## src/rtl/lfsr_counter_multi.sv

```systemverilog
// rtl/lfsr_counter_multi.sv - Fibonacci LFSR counter with terminal-count modes and lockup recovery
module lfsr_counter_multi #(
    parameter int              WIDTH = 4,
    parameter logic [WIDTH-1:0] TAPS = 4'b1001,
    parameter logic [WIDTH-1:0] SEED = 4'b0001
) (
    input  logic             clk,
    input  logic             reset,
    input  logic             cen,
    input  logic             load,
    input  logic [WIDTH-1:0] data,
    input  logic [WIDTH-1:0] count_to,
    input  logic [1:0]       mode,
    output logic [WIDTH-1:0] q,
    output logic             tc,
    output logic             done,
    output logic [WIDTH-1:0] steps,
    output logic             lockup_err
);
    localparam logic [WIDTH-1:0] ZERO = '0;
    localparam logic [WIDTH-1:0] ONE  = {{(WIDTH-1){1'b0}}, 1'b1};

    logic [WIDTH-1:0] q_q, q_d;
    logic [WIDTH-1:0] reload_q, reload_d;
    logic [WIDTH-1:0] steps_q, steps_d;
    logic             tc_q, tc_d;
    logic             done_q, done_d;
    logic             lockup_q, lockup_d;
    logic [WIDTH-1:0] lfsr_next;
    logic             advance;

    assign lfsr_next = {q_q[WIDTH-2:0], ^(q_q & TAPS)};
    assign advance   = cen && !load && !done_q;

    always_comb begin
        q_d      = q_q;
        reload_d = reload_q;
        steps_d  = steps_q;
        tc_d     = 1'b0;
        done_d   = done_q;
        lockup_d = lockup_q;
        if (load) begin
            q_d      = data;
            reload_d = data;
            steps_d  = ZERO;
            done_d   = 1'b0;
            if (data != ZERO) begin
                lockup_d = 1'b0;
            end
        end else if (advance) begin
            if (q_q == ZERO) begin
                // All-zero is a dead state for an XOR LFSR; reseed and flag it.
                q_d      = SEED;
                lockup_d = 1'b1;
                steps_d  = steps_q + ONE;
            end else if (q_q == count_to) begin
                tc_d = 1'b1;
                case (mode)
                    2'b01: begin
                        q_d     = reload_q;
                        steps_d = ZERO;
                    end
                    2'b10: begin
                        done_d = 1'b1;
                    end
                    default: begin
                        q_d     = lfsr_next;
                        steps_d = steps_q + ONE;
                    end
                endcase
            end else begin
                q_d     = lfsr_next;
                steps_d = steps_q + ONE;
            end
        end
    end

    always_ff @(posedge clk) begin
        if (reset) begin
            q_q      <= SEED;
            reload_q <= SEED;
            steps_q  <= ZERO;
            tc_q     <= 1'b0;
            done_q   <= 1'b0;
            lockup_q <= 1'b0;
        end else begin
            q_q      <= q_d;
            reload_q <= reload_d;
            steps_q  <= steps_d;
            tc_q     <= tc_d;
            done_q   <= done_d;
            lockup_q <= lockup_d;
        end
    end

    assign q          = q_q;
    assign tc         = tc_q;
    assign done       = done_q;
    assign steps      = steps_q;
    assign lockup_err = lockup_q;
endmodule
```

## config.mk

```make
export PLATFORM = sky130hd
export DESIGN_NAME = lfsr_counter_multi
export DESIGN_NICKNAME = d
export VERILOG_FILES = /design/src/rtl/lfsr_counter_multi.sv
export SDC_FILE = /design/constraint.sdc
export NUM_CORES = 1
export LEC_CHECK = 0
export CAP_MARGIN = 20
export CORE_AREA = 2 2 45 47
export CTS_BUF_LIST = sky130_fd_sc_hd__clkbuf_16
export DETAILED_ROUTE_END_ITERATION = 10
export DIE_AREA = 0 0 47 49
export PLACE_DENSITY = 0.78
export SETUP_SLACK_MARGIN = 0.02
export SYNTH_ARGS = -nofsm -noshare
export SYNTH_HDL_FRONTEND = slang
export SYNTH_SLANG_ARGS = --single-unit
export TNS_END_PERCENT = 20
```

## constraint.sdc

```tcl
create_clock -name clk -period 3.19 [get_ports clk]
set_input_delay 0.319 -clock clk [delete_from_list [all_inputs] [get_ports clk]]
set_output_delay 0.319 -clock clk [all_outputs]
set_load 0.02 [all_outputs]
```

Word-level counts from Yosys, hierarchy flattened
Cells that the tools add are included.
{"block": "classes", "addsub": 1, "n_mux": 13, "eq_ne": 6, "multipliers": 0, "bitwise_logic": 2, "div_mod_pow": 0, "n_shift": 0, "reduce_logical": 15, "n_lt_le_gt_ge": 0}
{"cell": "two-way mux 4 bit", "n": 6}
{"cell": "one-hot mux 4 bit (2 select lines)", "n": 2}
{"cell": "two-way mux 1 bit", "n": 5}
{"cell": "adder 4 x 1 -> 4 bit, second input constant", "n": 1}
{"cell": "== test 4 bit", "n": 1}
{"cell": "logical NOT 4 bit", "n": 1}
{"cell": "!= test 4 bit, second input constant", "n": 1}
{"cell": "AND reduction 2 bit", "n": 2}
{"cell": "AND reduction 4 bit", "n": 1}
{"cell": "nonzero test 2 bit", "n": 2}
{"cell": "nonzero test 4 bit", "n": 1}
{"cell": "OR reduction 4 bit", "n": 1}
{"cell": "parity 4 bit", "n": 1}
{"cell": "!= test 3 bit, second input constant", "n": 1}
{"cell": "AND reduction 3 bit", "n": 1}
{"cell": "== test 2 x 1 -> 1 bit, second input constant", "n": 1}
{"cell": "== test 2 bit, second input constant", "n": 1}
{"cell": "logical AND 1 bit", "n": 2}
{"cell": "logical NOT 1 bit", "n": 2}
{"cell": "!= test 2 x 1 -> 1 bit, second input constant", "n": 1}
{"cell": "inverter 1 bit", "n": 2}
{"cell": "OR reduction 2 bit", "n": 1}
{"block": "word_totals", "latchBits": 0, "mem_count": 0, "ramBits": 0, "inputBits": 14, "output_inout_bits": 11, "register_bits": 15, "word_cells": 43, "romBits": 0}

Logic depth before layout (Yosys ltp)
{"block": "logic_depth", "word_depth": 6, "mapped_depth": 5}

Worst setup path before layout
Ideal clock, no wire load.
{"block": "synth_timing", "path_kind": "reg-to-reg", "startpoint": "register q_q[0] (netlist: q[0])", "endpoint": "register steps_q[0] (netlist: steps[0])", "stages_incl_launch_ff": 6, "t_arrival_ns": 1.632, "setup_time_ns": 0.116, "t_required_ns": 3.074, "path_slack_ns": 1.442, "cell_sequence": "dfxtp_1 -> xnor2_1 -> nand4_4 -> nor3b_4 -> a2111oi_0 -> a31o_1"}
{"block": "synth_between", "elab_chain_cells": 3}
{"item": "start, declared", "line_no": "23", "text": "logic [WIDTH-1:0] q_q, q_d;"}
{"item": "start signal, assigned", "line_no": "87", "text": "q_q <= q_d;"}
{"item": "== test 4 bit or logical NOT 4 bit (tied branches)", "line_no": "56, 51"}
{"item": "!= test 3 bit (no source line) or two-way mux 4 bit (tied branches)"}
{"item": "AND reduction 2 bit (no source line) or two-way mux 4 bit (tied branches)"}
{"item": "end signal, assigned", "line_no": "89", "text": "steps_q <= steps_d;"}
{"item": "end, declared", "line_no": "25", "text": "logic [WIDTH-1:0] steps_q, steps_d;"}
Parallel ways exist; a longest one is shown, timed or not.
A chain may end at the register's enable or synchronous reset.

Final worst setup path
{"block": "layout_timing", "startpoint": "input port count_to[1]", "endpoint": "register steps_q[0] (netlist: steps[0])"}
{"block": "layout_between", "elab_chain_cells": 3}
{"item": "start, declared", "line_no": "12", "text": "input logic [WIDTH-1:0] count_to,"}
{"item": "== test 4 bit (*)", "line_no": "56", "text": "end else if (q_q == count_to) begin"}
{"item": "!= test 3 bit (no source line) or two-way mux 4 bit (tied branches)"}
{"item": "AND reduction 2 bit (no source line) or two-way mux 4 bit (tied branches)"}
Mark *: on every way between the ends. The rest lies on a longest branch, timed or not.

==> impl_metrics.env <==
export IMPL_vias_per_cell=5.56
export IMPL_hp_class="reg2reg"
export IMPL_drive_above_1_share=0.122
export IMPL_clock_tree_buffer_depth=2
export IMPL_clkLatencyLatePin_ns=0.24
export IMPL_pwr_density_cell_nw_per_um2=464
export IMPL_worstHoldPathCells=2
export IMPL_area_delta_synth_final_pct=41.6
export IMPL_die_width_um=47
export IMPL_synth_area_per_cell_um2=9.33
export IMPL_post_dp_hpwl_um=1430
export IMPL_post_synth_num_cell_types=36
export IMPL_slew_limit_headroom=0.663
export IMPL_worst_setup_path_type="in2reg"
export IMPL_multi_input_area_um2=515
export IMPL_setup_violations_final=0
export IMPL_number_of_placement_rows=16
export IMPL_compound_gate_portion_of_the_synthesized_area=0.199
export IMPL_cts_tree="built"
export IMPL_synthMuxAreaShare=0.0723
export IMPL_cts_hold_buf=0
export IMPL_cpPeakStageDelay_ns=0.43
export IMPL_via_count_of_the_routed_design=790
export IMPL_aggregate_global_route_resource_usage=0.204
export IMPL_first_global_vias=748
export IMPL_post_dp_cell_area_um2=1100
export IMPL_synth_nets=104
export IMPL_num_io_pins=25
export IMPL_cts_buffers=3
export IMPL_synth_xor_xnor_area_share=0.0738
export IMPL_floorplan_die_height_um=49
export IMPL_fill_cells=162
export IMPL_final_setup_worst_slack_ns=1.27
export IMPL_path_delay_family="simple AND/OR/NAND/NOR gates"
export IMPL_timing_critical_path_required_ns=3.32
export IMPL_grt_setup_unrepaired="no"
export IMPL_initial_antenna_violation_count=0
export IMPL_fin_area_um2=1180
export IMPL_setup_worst_path_end_class="register"
export IMPL_routed_wirelength_um=2090
export IMPL_cts_num_sinks=15
export IMPL_run_status="completed"
export IMPL_yosysSeqAreaShare=0.361
export IMPL_transition_time_of_the_tightest_slew_check_pin_ns=0.505
export IMPL_r2r_slack_ns=1.32
export IMPL_worst_r2r_startpoint="q[0]$_SDFFE_PP1P_"
export IMPL_detail_route_first_pass_iterations=4
export IMPL_dp_slack_ns=1.03
export IMPL_setup_total_negative_slack_ns=0
export IMPL_n_antenna_cell=0
export IMPL_tcrit_tclk_final=0.600
export IMPL_cts_resized=0
export IMPL_post_cts_setup_buffer_count=0
export IMPL_grt_max_degree=16
export IMPL_clock_tree_skew_after_final_layout_ns=0.00214
export IMPL_final_period_minus_worst_setup_slack_ns=1.92
export IMPL_worstSetupStartpoint="count_to[1]"
export IMPL_io_buffer_count=24
export IMPL_postSynthCellCount=89
export IMPL_cts_reportedPaths_clkPinSlew_ns=0.05
export IMPL_arrival_ns=2.05
export IMPL_max_freq_mhz=522
export IMPL_remaining_drc_errors=0
export IMPL_crit_path_max_fanout=7
export IMPL_critPathSlowestCell="sky130_fd_sc_hd__clkdlybuf4s50_1"
export IMPL_synthesis_area_um2=831
export IMPL_fp_dieArea_um2=2300
export IMPL_synth_top_family_by_area="simple AND/OR/NAND/NOR gates"
export IMPL_htreeDepth=1
export IMPL_max_vdd_ir_drop_v=0.000333
export IMPL_gp_routability_congestion=0.799
export IMPL_r2r_end="steps[0]$_SDFFE_PP0P_"
export IMPL_synth_simple_gate_area_share=0.261
export IMPL_synth_adder_area_share=0.0151
export IMPL_core_area_um2=1840
export IMPL_final_common_cell="sky130_fd_sc_hd__clkdlybuf4s50_1"
export IMPL_worst_r2r_path_depth=5
export IMPL_initial_core_util=0.451
export IMPL_timing_hold_worst_start="reload_q[0]$_SDFFE_PP1P_"
export IMPL_register_area_um2=300
export IMPL_postSynthRegisterBits=15
export IMPL_synth_warning_count=0
export IMPL_final_report_hold_violation_count=0
export IMPL_grt_ovfl_total=0
export IMPL_route_detailed_wl_per_inst_um=14.7
export IMPL_worstHoldEndpoint="reload_q[0]$_SDFFE_PP1P_"
export IMPL_leakage_power_summed_over_all_cells_nw=0.416
export IMPL_max_cap_violations=0
export IMPL_cells_traversed_along_the_worst_timing_path="clkdlybuf4s50_1 > xnor2_1 > nand4_4 > nor3b_4 > a2111oi_0 > a31o_1"
export IMPL_final_cell_mix="sky130_fd_sc_hd__clkdlybuf4s50_1 (24), sky130_fd_sc_hd__dfxtp_1 (15), sky130_fd_sc_hd__nor2_1 (12)"
export IMPL_worst_setup_path_start_kind="primary input"
export IMPL_root_buffer="sky130_fd_sc_hd__clkbuf_16"
export IMPL_cp_buffers_inverters=1
export IMPL_drt_initial_drc_count=24
export IMPL_post_route_antenna_net_violation_count=0
export IMPL_layout_nets=131
export IMPL_slew_violations=0
export IMPL_grt_pass1_wl_um=3400
## flip-flops by register name (all words and copies together) (netlist names)
| name | count |
|---|---|
| done | 1 |
| steps | 4 |
| reload_q | 4 |
| tc | 1 |
| q | 4 |
| lockup_err | 1 |
## final cells by class
cell class | instances | share of cell area
clock buffers | 3 | 0.0638
flip-flops and latches | 15 | 0.255
inverters | 2 | 0.00638
multi-input cells | 70 | 0.438
well taps | 27 | 0.0287
clock inverters | 1 | 0.00319
repair buffers | 24 | 0.204
## cell usage after synthesis (all sizes together)
library cell / instances / area share
a2111oi: 1 / 0.011
a211oi: 1 / 0.0090
a21o: 1 / 0.011
a21oi: 6 / 0.036
a31o: 2 / 0.021
a32oi: 2 / 0.021
and2: 1 / 0.0075
and2b: 1 / 0.0090
clkbuf: 2 / 0.0090
dfxtp: 15 / 0.36
ha: 1 / 0.015
inv: 2 / 0.0090
mux2i: 6 / 0.072
nand2: 4 / 0.018
nand2b: 2 / 0.015
nand3b: 1 / 0.0090
nand4: 1 / 0.026
nand4b: 1 / 0.011
nor2: 12 / 0.054
nor2b: 1 / 0.0075
nor3b: 3 / 0.041
nor4: 3 / 0.030
o211ai: 1 / 0.015
o21ai: 6 / 0.050
o311ai: 1 / 0.011
o31ai: 1 / 0.015
or2: 2 / 0.015
or3: 1 / 0.0090
or4: 1 / 0.0090
xnor2: 5 / 0.053
xor2: 2 / 0.021
## worst max path at each step
stage                     slack, ns                     to  cells past startpoint
after global placement         1.10  steps[1]$_SDFFE_PP0P_                      6
after detailed placement       1.03  steps[0]$_SDFFE_PP0P_                      6
final                          1.27  steps[0]$_SDFFE_PP0P_                      6
after floorplan                1.44  steps[0]$_SDFFE_PP0P_                      5
after global routing           1.17  steps[0]$_SDFFE_PP0P_                      6
after CTS                      1.27  steps[0]$_SDFFE_PP0P_                      6
## power by group
group | switching (mW) | internal [mW] | total, mW
clock | 0.0757 | 0.166 | 0.242
combinational | 0.0484 | 0.0468 | 0.0952
sequential | 0.0118 | 0.196 | 0.208
total | 0.136 | 0.409 | 0.545
## kinds of logic after synthesis
family / count (synthesis)
flip-flops: 15
AO/OA/AOI/OAI: 22
multiplexers: 6
XOR/XNOR: 7
AND/OR/NAND/NOR: 34
buffers and inverters: 4
adder cells (fa/ha/maj): 1
## layer usage
| metal | up-vias | wire, um | global-route usage |
|---|---|---|---|
| met5 | - | 0 | 0 |
| met4 | 0 | 43 | 0.106 |
| met3 | 5 | 92 | 0.0222 |
| met2 | 25 | 1080 | 0.320 |
| met1 | 378 | 879 | 0.265 |
| li1 | 382 | - | - |
## stage by stage
stage | instances | hold slack, ns | total power, mW | utilization
floorplan | 89 | 0.436 | 0.264 | -
global placement | 138 | 0.461 | 0.303 | 0.596
detailed placement | 138 | 0.467 | 0.305 | 0.596
CTS | 142 | 0.477 | 0.547 | 0.639
global route | 142 | 0.509 | 0.563 | 0.639
finish | 142 | 0.475 | 0.545 | 0.639
## tightest hold or removal path: cells and delay by family (launching register included)
family	cells	cell delay (ns)
DFF	1	0.29
buffers and inverters	1	0.07
AOI/OAI and AO/OA	1	0.07
Power figures use the tool's default switching activity.
